===== config.mk =====
export PLATFORM = sky130hd
export DESIGN_NAME = twiddle_gen
export DESIGN_NICKNAME = d
export VERILOG_FILES = /design/src/rtl/twiddle_pkg.sv /design/src/rtl/twiddle_qrom.sv /design/src/rtl/twiddle_gen.sv
export SDC_FILE = /design/constraint.sdc
export NUM_CORES = 1
export LEC_CHECK = 0
export ABC_AREA = 1
export BUFFER_PORTS_ARGS = -buffer_cell sky130_fd_sc_hd__buf_4
export CORE_AREA = 8 8 169 107
export DETAILED_ROUTE_END_ITERATION = 16
export DIE_AREA = 0 0 177 115
export GPL_TIMING_DRIVEN = 0
export PLACE_DENSITY = 0.62
export SYNTH_ARGS = -nofsm -noshare
export SYNTH_HDL_FRONTEND = slang
export SYNTH_SLANG_ARGS = --single-unit

===== constraint.sdc =====
create_clock -name clk -period 6.8 [get_ports clk]
set_clock_uncertainty 0.2 [all_clocks]
set_input_delay 1.7 -clock clk [delete_from_list [all_inputs] [get_ports clk]]
set_output_delay 1.7 -clock clk [all_outputs]
set_load 0.1 [all_outputs]

===== src/rtl/twiddle_pkg.sv =====
// Shared types, defaults and the elaboration-time cosine table generator
// for the twiddle_gen block.
package twiddle_pkg;

    typedef enum logic [1:0] {
        ST_IDLE  = 2'd0,
        ST_RUN   = 2'd1,
        ST_DRAIN = 2'd2
    } state_e;

    localparam int TW_W_DEF = 18;
    localparam int FRAC_DEF = 8;

    // Returns round(cos(2*pi*i/n) * 2^frac) for 0 <= i <= n/4.
    // The result is produced with integer-only Q30 fixed-point arithmetic and a
    // Taylor series, so it folds to a constant at elaboration without real math.
    function automatic int twiddle_cos(input int i, input int n, input int frac);
        longint pi_s;
        longint x;
        longint x2;
        longint term;
        longint sum;
        longint scaled;
        pi_s  = 64'sd3373259426;                 // pi * 2^30
        x     = (2 * pi_s * longint'(i)) / longint'(n);
        x2    = (x * x) >>> 30;
        term  = longint'(1) <<< 30;
        sum   = term;
        for (int unsigned k = 1; k <= 10; k++) begin
            term = -(((term * x2) >>> 30) / longint'((2 * k - 1) * (2 * k)));
            sum  = sum + term;
        end
        scaled = (sum * (longint'(1) <<< frac)) + (longint'(1) <<< 29);
        return int'(scaled >>> 30);
    endfunction

endpackage


===== src/rtl/twiddle_qrom.sv =====
// Quarter-wave cosine table, Q+1 entries, with two registered read ports.
// Port a is addressed with r, port b with Q-r; both freeze when en is low.
module twiddle_qrom
    import twiddle_pkg::*;
#(
    parameter  int N_MAX = 96,
    parameter  int TW_W  = TW_W_DEF,
    parameter  int FRAC  = FRAC_DEF,
    localparam int Q     = N_MAX / 4,
    localparam int AW    = $clog2(Q + 1)
) (
    input  logic                   clk,
    input  logic                   rst,
    input  logic                   en,
    input  logic [AW-1:0]          addr_a,
    input  logic [AW-1:0]          addr_b,
    output logic signed [TW_W-1:0] data_a,
    output logic signed [TW_W-1:0] data_b
);

    logic signed [TW_W-1:0] rom [Q+1];
    logic signed [TW_W-1:0] data_a_d;
    logic signed [TW_W-1:0] data_a_q;
    logic signed [TW_W-1:0] data_b_d;
    logic signed [TW_W-1:0] data_b_q;

    for (genvar i = 0; i <= Q; i++) begin : g_rom
        localparam int C = twiddle_cos(i, N_MAX, FRAC);
        assign rom[i] = TW_W'(C);
    end

    // Next read data: fetch both entries when enabled, otherwise hold.
    always_comb begin
        data_a_d = data_a_q;
        data_b_d = data_b_q;
        if (en) begin
            data_a_d = rom[addr_a];
            data_b_d = rom[addr_b];
        end
    end

    // Read-data registers.
    always_ff @(posedge clk or posedge rst) begin
        if (rst) begin
            data_a_q <= '0;
            data_b_q <= '0;
        end else begin
            data_a_q <= data_a_d;
            data_b_q <= data_b_d;
        end
    end

    assign data_a = data_a_q;
    assign data_b = data_b_q;

endmodule


===== src/rtl/twiddle_gen.sv =====
// Streaming twiddle-factor generator: W = exp(-j*2*pi*p/N_MAX) for the phase
// sequence p0, p0+step, ... (mod N_MAX). Pipeline: phase issue -> quarter-wave
// ROM read -> quadrant symmetry/output register, with full-pipeline stall on
// backpressure.
// Optional feature macro: TWIDDLE_GEN_CONJ_EN adds cmd_conj, which conjugates
// the outputs of that command (inverse-transform twiddles).
module twiddle_gen
    import twiddle_pkg::*;
#(
    parameter  int N_MAX = 96,
    parameter  int TW_W  = TW_W_DEF,
    parameter  int FRAC  = FRAC_DEF,
    localparam int PW    = $clog2(N_MAX)
) (
    input  logic                   clk,
    input  logic                   rst,
    input  logic                   cmd_valid,
    output logic                   cmd_ready,
    input  logic [PW-1:0]          cmd_start,
    input  logic [PW-1:0]          cmd_step,
    input  logic [PW:0]            cmd_count,
`ifdef TWIDDLE_GEN_CONJ_EN
    input  logic                   cmd_conj,
`endif
    output logic                   tw_valid,
    input  logic                   tw_ready,
    output logic signed [TW_W-1:0] tw_re,
    output logic signed [TW_W-1:0] tw_im,
    output logic                   tw_last,
    output logic                   busy
);

    localparam int Q  = N_MAX / 4;
    localparam int AW = $clog2(Q + 1);

    localparam logic [PW-1:0] Q1   = PW'(Q);
    localparam logic [PW-1:0] Q2   = PW'(2 * Q);
    localparam logic [PW-1:0] Q3   = PW'(3 * Q);
    localparam logic [PW:0]   NMAX = (PW + 1)'(N_MAX);
    localparam logic [PW:0]   ONE  = (PW + 1)'(1);

    // Command / control state
    state_e              state_d, state_q;
    logic                ready_d, ready_q;
    logic                busy_d, busy_q;
    logic [PW-1:0]       p_d, p_q;
    logic [PW-1:0]       step_d, step_q;
    logic [PW:0]         cnt_d, cnt_q;
    logic                conj_d, conj_q;

    // Stage 1 (ROM read) sideband
    logic                s1_valid_d, s1_valid_q;
    logic                s1_last_d, s1_last_q;
    logic [1:0]          s1_quad_d, s1_quad_q;

    // Stage 2 (output register)
    logic                tw_valid_d, tw_valid_q;
    logic                tw_last_d, tw_last_q;
    logic signed [TW_W-1:0] tw_re_d, tw_re_q;
    logic signed [TW_W-1:0] tw_im_d, tw_im_q;

    // Combinational helpers
    logic                en;
    logic                accept;
    logic                issue;
    logic                drain_done;
    logic [PW:0]         p_sum;
    logic [PW:0]         p_next;
    logic [1:0]          quad;
    logic [PW-1:0]       quad_base;
    logic [PW-1:0]       r;
    logic [AW-1:0]       addr_a;
    logic [AW-1:0]       addr_b;
    logic signed [TW_W-1:0] cos_r;
    logic signed [TW_W-1:0] cos_qr;
    logic signed [TW_W-1:0] sym_re;
    logic signed [TW_W-1:0] sym_im;

    // Handshake, stall and phase-accumulator arithmetic.
    always_comb begin
        en         = !(tw_valid_q && !tw_ready);
        accept     = cmd_valid && ready_q;
        issue      = (state_q == ST_RUN) && en;
        drain_done = tw_valid_q && tw_ready && tw_last_q;
        p_sum      = {1'b0, p_q} + {1'b0, step_q};
        p_next     = (p_sum >= NMAX) ? (p_sum - NMAX) : p_sum;
    end

    // Quadrant decode of the issued phase by comparison; r and Q-r address the ROM.
    always_comb begin
        quad      = 2'd0;
        quad_base = '0;
        if (p_q >= Q3) begin
            quad      = 2'd3;
            quad_base = Q3;
        end else if (p_q >= Q2) begin
            quad      = 2'd2;
            quad_base = Q2;
        end else if (p_q >= Q1) begin
            quad      = 2'd1;
            quad_base = Q1;
        end
        r      = p_q - quad_base;
        addr_a = AW'(r);
        addr_b = AW'(Q1 - r);
    end

    // Next-state logic for the command FSM, accumulator and remaining count.
    always_comb begin
        state_d = state_q;
        p_d     = p_q;
        step_d  = step_q;
        cnt_d   = cnt_q;
        conj_d  = conj_q;
        unique case (state_q)
            ST_IDLE: begin
                if (accept) begin
                    p_d    = cmd_start;
                    step_d = cmd_step;
                    cnt_d  = cmd_count;
`ifdef TWIDDLE_GEN_CONJ_EN
                    conj_d = cmd_conj;
`else
                    conj_d = 1'b0;
`endif
                    state_d = (cmd_count != '0) ? ST_RUN : ST_IDLE;
                end
            end
            ST_RUN: begin
                if (issue) begin
                    p_d   = p_next[PW-1:0];
                    cnt_d = cnt_q - ONE;
                    if (cnt_q == ONE) begin
                        state_d = ST_DRAIN;
                    end
                end
            end
            ST_DRAIN: begin
                if (drain_done) begin
                    state_d = ST_IDLE;
                end
            end
            default: state_d = ST_IDLE;
        endcase
        ready_d = (state_d == ST_IDLE);
        busy_d  = (state_d != ST_IDLE);
    end

    // Command FSM with registered cmd_ready/busy.
    always_ff @(posedge clk or posedge rst) begin
        if (rst) begin
            state_q <= ST_IDLE;
            ready_q <= 1'b1;
            busy_q  <= 1'b0;
            p_q     <= '0;
            step_q  <= '0;
            cnt_q   <= '0;
            conj_q  <= 1'b0;
        end else begin
            state_q <= state_d;
            ready_q <= ready_d;
            busy_q  <= busy_d;
            p_q     <= p_d;
            step_q  <= step_d;
            cnt_q   <= cnt_d;
            conj_q  <= conj_d;
        end
    end

    twiddle_qrom #(
        .N_MAX (N_MAX),
        .TW_W  (TW_W),
        .FRAC  (FRAC)
    ) u_qrom (
        .clk    (clk),
        .rst    (rst),
        .en     (en),
        .addr_a (addr_a),
        .addr_b (addr_b),
        .data_a (cos_r),
        .data_b (cos_qr)
    );

    // Quadrant symmetry on the ROM pair, then optional conjugation.
    always_comb begin
        unique case (s1_quad_q)
            2'd0: begin
                sym_re = cos_r;
                sym_im = -cos_qr;
            end
            2'd1: begin
                sym_re = -cos_qr;
                sym_im = -cos_r;
            end
            2'd2: begin
                sym_re = -cos_r;
                sym_im = cos_qr;
            end
            default: begin
                sym_re = cos_qr;
                sym_im = cos_r;
            end
        endcase
        if (conj_q) begin
            sym_im = -sym_im;
        end
    end

    // Pipeline advance: both stages move together unless the output is stalled.
    always_comb begin
        s1_valid_d = s1_valid_q;
        s1_last_d  = s1_last_q;
        s1_quad_d  = s1_quad_q;
        tw_valid_d = tw_valid_q;
        tw_last_d  = tw_last_q;
        tw_re_d    = tw_re_q;
        tw_im_d    = tw_im_q;
        if (en) begin
            s1_valid_d = issue;
            s1_last_d  = issue && (cnt_q == ONE);
            s1_quad_d  = quad;
            tw_valid_d = s1_valid_q;
            tw_last_d  = s1_valid_q && s1_last_q;
            if (s1_valid_q) begin
                tw_re_d = sym_re;
                tw_im_d = sym_im;
            end
        end
    end

    // Pipeline registers.
    always_ff @(posedge clk or posedge rst) begin
        if (rst) begin
            s1_valid_q <= 1'b0;
            s1_last_q  <= 1'b0;
            s1_quad_q  <= '0;
            tw_valid_q <= 1'b0;
            tw_last_q  <= 1'b0;
            tw_re_q    <= '0;
            tw_im_q    <= '0;
        end else begin
            s1_valid_q <= s1_valid_d;
            s1_last_q  <= s1_last_d;
            s1_quad_q  <= s1_quad_d;
            tw_valid_q <= tw_valid_d;
            tw_last_q  <= tw_last_d;
            tw_re_q    <= tw_re_d;
            tw_im_q    <= tw_im_d;
        end
    end

    assign cmd_ready = ready_q;
    assign busy      = busy_q;
    assign tw_valid  = tw_valid_q;
    assign tw_last   = tw_last_q;
    assign tw_re     = tw_re_q;
    assign tw_im     = tw_im_q;

endmodule

# Word level (Yosys, flattened, before mapping)
# Memory sizes are Yosys's and may differ from the RTL's. A register that Yosys moved wholly into a read port is not among the register bits.
# Cells that the tools add are included.
[word_totals] reg_bits=68 mem_bits_ro=1152 inputBits=26 output_inout_bits=40 wordCells=77 n_memories=2
[memory_table] name="(name not given)" depth=32 word_bits=18 read_ports=1 rd_clocked_by_memory_dff=1 wr=0 line="twiddle_qrom.sv:38" rtl="data_b_d = rom[addr_b];"
[memory_table] name="(name not given)" depth=32 word_bits=18 read_ports=1 rd_clocked_by_memory_dff=1 wr=0 line="twiddle_qrom.sv:37" rtl="data_a_d = rom[addr_a];"
[op_classes] n_addsub=7 magnitude_cmp=4 n_eq_ne=7 n_mux=21 n_bitwise=3 reduce_logical=20
[op_table] operator="$pmux W18 S3" count=2
[op_table] operator="$neg A18 Y18" count=2
[op_table] operator="$mux W7" count=3
[op_table] operator="$mux W8" count=2
[op_table] operator="$pmux W8 S2" count=1
[op_table] operator="$mux W5" count=3
[op_table] operator="$pmux W7 S2" count=1
[op_table] operator="$mux W2" count=6
[op_table] operator="$not A5 Y6" count=2
[op_table] operator="$add A7 B7 Y8" count=1
[op_table] operator="$eq A8 B1 Y1 const B" count=1
[op_table] operator="$ge A8 B7 Y1 const B" count=1
[op_table] operator="$reduce_bool A8 Y1" count=1
[op_table] operator="$sub A8 B1 Y8 const B" count=1
[op_table] operator="$ge A7 B5 Y1 const B" count=1
[op_table] operator="$ge A7 B6 Y1 const B" count=1
[op_table] operator="$ge A7 B7 Y1 const B" count=1
[op_table] operator="$logic_and A1 B1 Y1" count=7
[op_table] operator="$sub A7 B7 Y7 const B" count=1
[op_table] operator="$logic_not A2 Y1" count=3
[op_table] operator="$pmux W2 S3" count=1
[op_table] operator="$sub A5 B5 Y5" count=1
[op_table] operator="$sub A5 B5 Y5 const A" count=1
[op_table] operator="$eq A2 B1 Y1 const B" count=2
[op_table] operator="other kinds (8)" count=16

# Longest topological paths before layout
[logic_depth] word_depth=7 depth_mapped=15 ltp_nobuf=15

# Cells and area by module
# Synthesis repeated with hierarchy kept, for this count alone.
[hier_totals] cells_unflattened=983 hier_area_um2=6646.4
[by_module_without_submodules] module="twiddle_gen" instances=1 cells_each=770 area_each_um2=5116.2 seq_area_each_um2=1702.9
[by_module_without_submodules] module="twiddle_qrom" instances=1 cells_each=213 area_each_um2=1530.2 seq_area_each_um2=450.4

# Worst setup path after synthesis
# No wires, ideal clock.
[synth_path] path_kind="register -> output" start="register tw_im[9] (netlist name)" end="output port tw_im[17]" t_arrival_ns=1.340 t_required_ns=4.900 slack_ns=3.560 stages_incl_launch_ff=2 path_buffers=1 cell_sequence="dfrtp_1 -> buf_4"
[synth_lines] element="end: declaration" line="twiddle_gen.sv:28" rtl="output logic signed [TW_W-1:0] tw_im,"

# Final worst setup path
[layout_path] start="register ready_q (netlist: cmd_ready)" end="output port cmd_ready"
[layout_lines] element="start: declaration" line="twiddle_gen.sv:44" rtl="logic ready_d, ready_q;"
[layout_lines] element="start signal: assignment" line="twiddle_gen.sv:161" rtl="ready_q <= ready_d;"
[layout_lines] element="end: declaration" line="twiddle_gen.sv:18" rtl="output logic cmd_ready,"
# No word-level cell between the ends.

==> impl_metrics.env <==
export IMPL_status="finished, final reports clean"
export IMPL_post_cts_buffers=0
export IMPL_synthesis_nets=776
export IMPL_initial_core_util_pct=33.9
export IMPL_ys_seq_elements=84
export IMPL_syn_area_sq_um=5330
export IMPL_rows=36
export IMPL_placed_area_sq_um=6110
export IMPL_gr_total_overflow=0
export IMPL_rsz0062_at_grt="no"
export IMPL_fmax_mhz=325
export IMPL_drive_gt1_share_pct=16.6
export IMPL_synth_area_mux_share_pct=0
export IMPL_period_minus_slack_ns=3.08
export IMPL_whs_ns=0.284
export IMPL_grt_first_pass_wirelength_microns=25400
export IMPL_cts_tree="done"
export IMPL_critPathMaxStageDelay_ns=0.54
export IMPL_mostFrequentLayoutCells="211 x nand2_1, 83 x dfrtp_1, 71 x inv_1"
export IMPL_setup_tns_ns=0
export IMPL_fin_nets=853
export IMPL_rr_startpoint="p_q[1]"
export IMPL_first_pass_iters=5
export IMPL_crit_required_ns=4.90
export IMPL_critPathTopFamily="flip-flops"
export IMPL_htree_levels=3
export IMPL_hold_viol_final=0
export IMPL_path_buf_inv=1
export IMPL_cts_resized_gates=0
export IMPL_die_h_microns=115
export IMPL_holdBufCountCts=0
export IMPL_endpoint="cmd_ready"
export IMPL_clock_path_buffers=2
export IMPL_core_region_area_sq_um=15700
export IMPL_synth_warnings=0
export IMPL_crit_start="cmd_ready"
export IMPL_clockRootBuffer="clkbuf_16"
export IMPL_synth_adder_area_share_pct=6.48
export IMPL_setup_violations=0
export IMPL_reg2reg_depth=9
export IMPL_vias=5109
export IMPL_crit_arrival_ns=1.18
export IMPL_antenna_found_initial=0
export IMPL_dieArea_sq_um=20400
export IMPL_hold_path_cell_count=2
export IMPL_path_cells="buf_4"
export IMPL_final_period_utilization_pct=45.2
export IMPL_cts_sinks=84
export IMPL_syn_to_final_growth_pct=20.2
export IMPL_globalplace_congestion=0.947
export IMPL_numCtsBuffers=9
export IMPL_cts_reportedPaths_clkPinSlew_ns=0.07
export IMPL_post_route_drc_count=0
export IMPL_antenna_left=0
export IMPL_die_w_microns=177
export IMPL_worst_setup_path_end_kind="output pin"
export IMPL_ys_seq_area_share_pct=39.5
export IMPL_r2r_slack_ns=4.03
export IMPL_r2r_end="u_qrom.data_b[5]"
export IMPL_worstPathMaxFanout=2
export IMPL_clk_latency_ns=0.35
export IMPL_cp_num_cells=1
export IMPL_synthDistinctLibCells=44
export IMPL_synth_xor_area_share_pct=1.48
export IMPL_portBuffers=65
export IMPL_drv_slew=0
export IMPL_routed_via_density=5.04
export IMPL_synth_top_family_by_area="simple AND/OR/NAND/NOR gates"
export IMPL_crit_path_start_kind="flip-flop"
export IMPL_synth_compound_area_share_pct=16.6
export IMPL_final_area_sq_um=6410
export IMPL_cp_slowest_cell="dfstp_2"
export IMPL_yosys_area_share_simple_pct=27.6
export IMPL_max_slew_margin_rel_pct=65.6
export IMPL_grt_max_degree=59
export IMPL_ios=66
export IMPL_postSynthCellCount=723
export IMPL_grt_usage_pct=15.7
export IMPL_antennaDiodeCount=0
export IMPL_hpwl_microns=12000
export IMPL_grt_pass1_vias=4792
export IMPL_n_fill_cell=1623
export IMPL_drt_wl_total_microns=15600
export IMPL_tightest_slew_ns=0.511
export IMPL_layout_commonest_cell="nand2_1"
export IMPL_wl_per_cell_microns=15.4
export IMPL_min_path_type="flip-flop to flip-flop"
export IMPL_drt_initial_drc_count=520
export IMPL_drv_cap=0
export IMPL_synth_avg_cell_area_sq_um=7.37
export IMPL_critPathKind="flip-flop to output pin"
## metal layers
layer | global-route usage (%) | part of all wire [%] | vias up
met5 | 0 | 0 | -
met4 | 3.35 | 0.99 | 0
met3 | 5.08 | 9.0 | 15
met2 | 19.8 | 36 | 192
met1 | 24.5 | 54 | 2352
li1 | - | - | 2550
## logic make-up after synthesis
kind of cell / Yosys count
compound gates: 157
fa+ha+maj: 27
xor+xnor: 9
buf+inv: 104
simple gates: 342
flops: 84
## stage by stage
| step | util [%] | setup slack [ns] | instances |
|---|---|---|---|
| 2_1_floorplan | - | 2.74 | 723 |
| 6_report | 40.8 | 3.72 | 1014 |
| 5_1_grt | 40.8 | 3.69 | 1014 |
| 4_1_cts | 40.8 | 3.71 | 1014 |
| 3_5_place_dp | 38.8 | 3.52 | 998 |
| 3_3_place_gp | 38.7 | 1.56 | 997 |
## synth_stat cells, drive strengths merged
library cell / instances / area (sq um)
a211o: 1 / 8.76
a21o: 1 / 7.51
a21oi: 42 / 210
a221oi: 3 / 26.3
a22o: 1 / 8.76
a22oi: 4 / 30.0
a31oi: 5 / 31.3
buf: 18 / 123
clkbuf: 7 / 26.3
clkinv: 1 / 3.75
dfrtp: 83 / 2080
dfstp: 1 / 26.3
fa: 1 / 20.0
ha: 26 / 325
inv: 78 / 293
nand2: 220 / 858
nand3: 49 / 255
nand4: 8 / 56.3
nor2: 53 / 229
nor3: 7 / 40.0
nor4: 1 / 6.26
o211ai: 11 / 82.6
o21a: 1 / 7.51
o21ai: 73 / 369
o221ai: 1 / 8.76
o22ai: 12 / 75.1
o31ai: 1 / 7.51
o32ai: 1 / 8.76
or2: 4 / 27.5
xnor2: 4 / 35.0
xor2: 5 / 43.8
## final cells by class
cell class,instances,area [sq um],share of cell area (%)
Multi-Input combinational cell,535,2780,43.4
Sequential cell,84,2100,32.8
Timing Repair Buffer,66,515,8.05
Inverter,79,299,4.67
Tap cell,209,262,4.08
Clock buffer,9,225,3.52
Buffer,25,149,2.32
Clock inverter,7,73.8,1.15
## worst min path at each step
stage                           from   endpoint
after global placement     tw_re[15]  tw_re[15]
after global routing       tw_re[10]  tw_re[10]
after floorplan           s1_valid_q   tw_valid
after detailed placement   tw_im[16]  tw_im[16]
after CTS                  tw_re[15]  tw_re[15]
final                       tw_re[7]   tw_re[7]
## registers in the layout, indices dropped and copies added, names as in the netlist, 2 cells and up
name           count
cnt_q              8
p_q                7
s1_quad_q          2
state_q            2
step_q             7
tw_im             17
tw_re             17
u_qrom.data_a      9
u_qrom.data_b      9
Power is not shown: default switching activity piles up to over one toggle a cycle in this logic, so the estimate is an artifact.
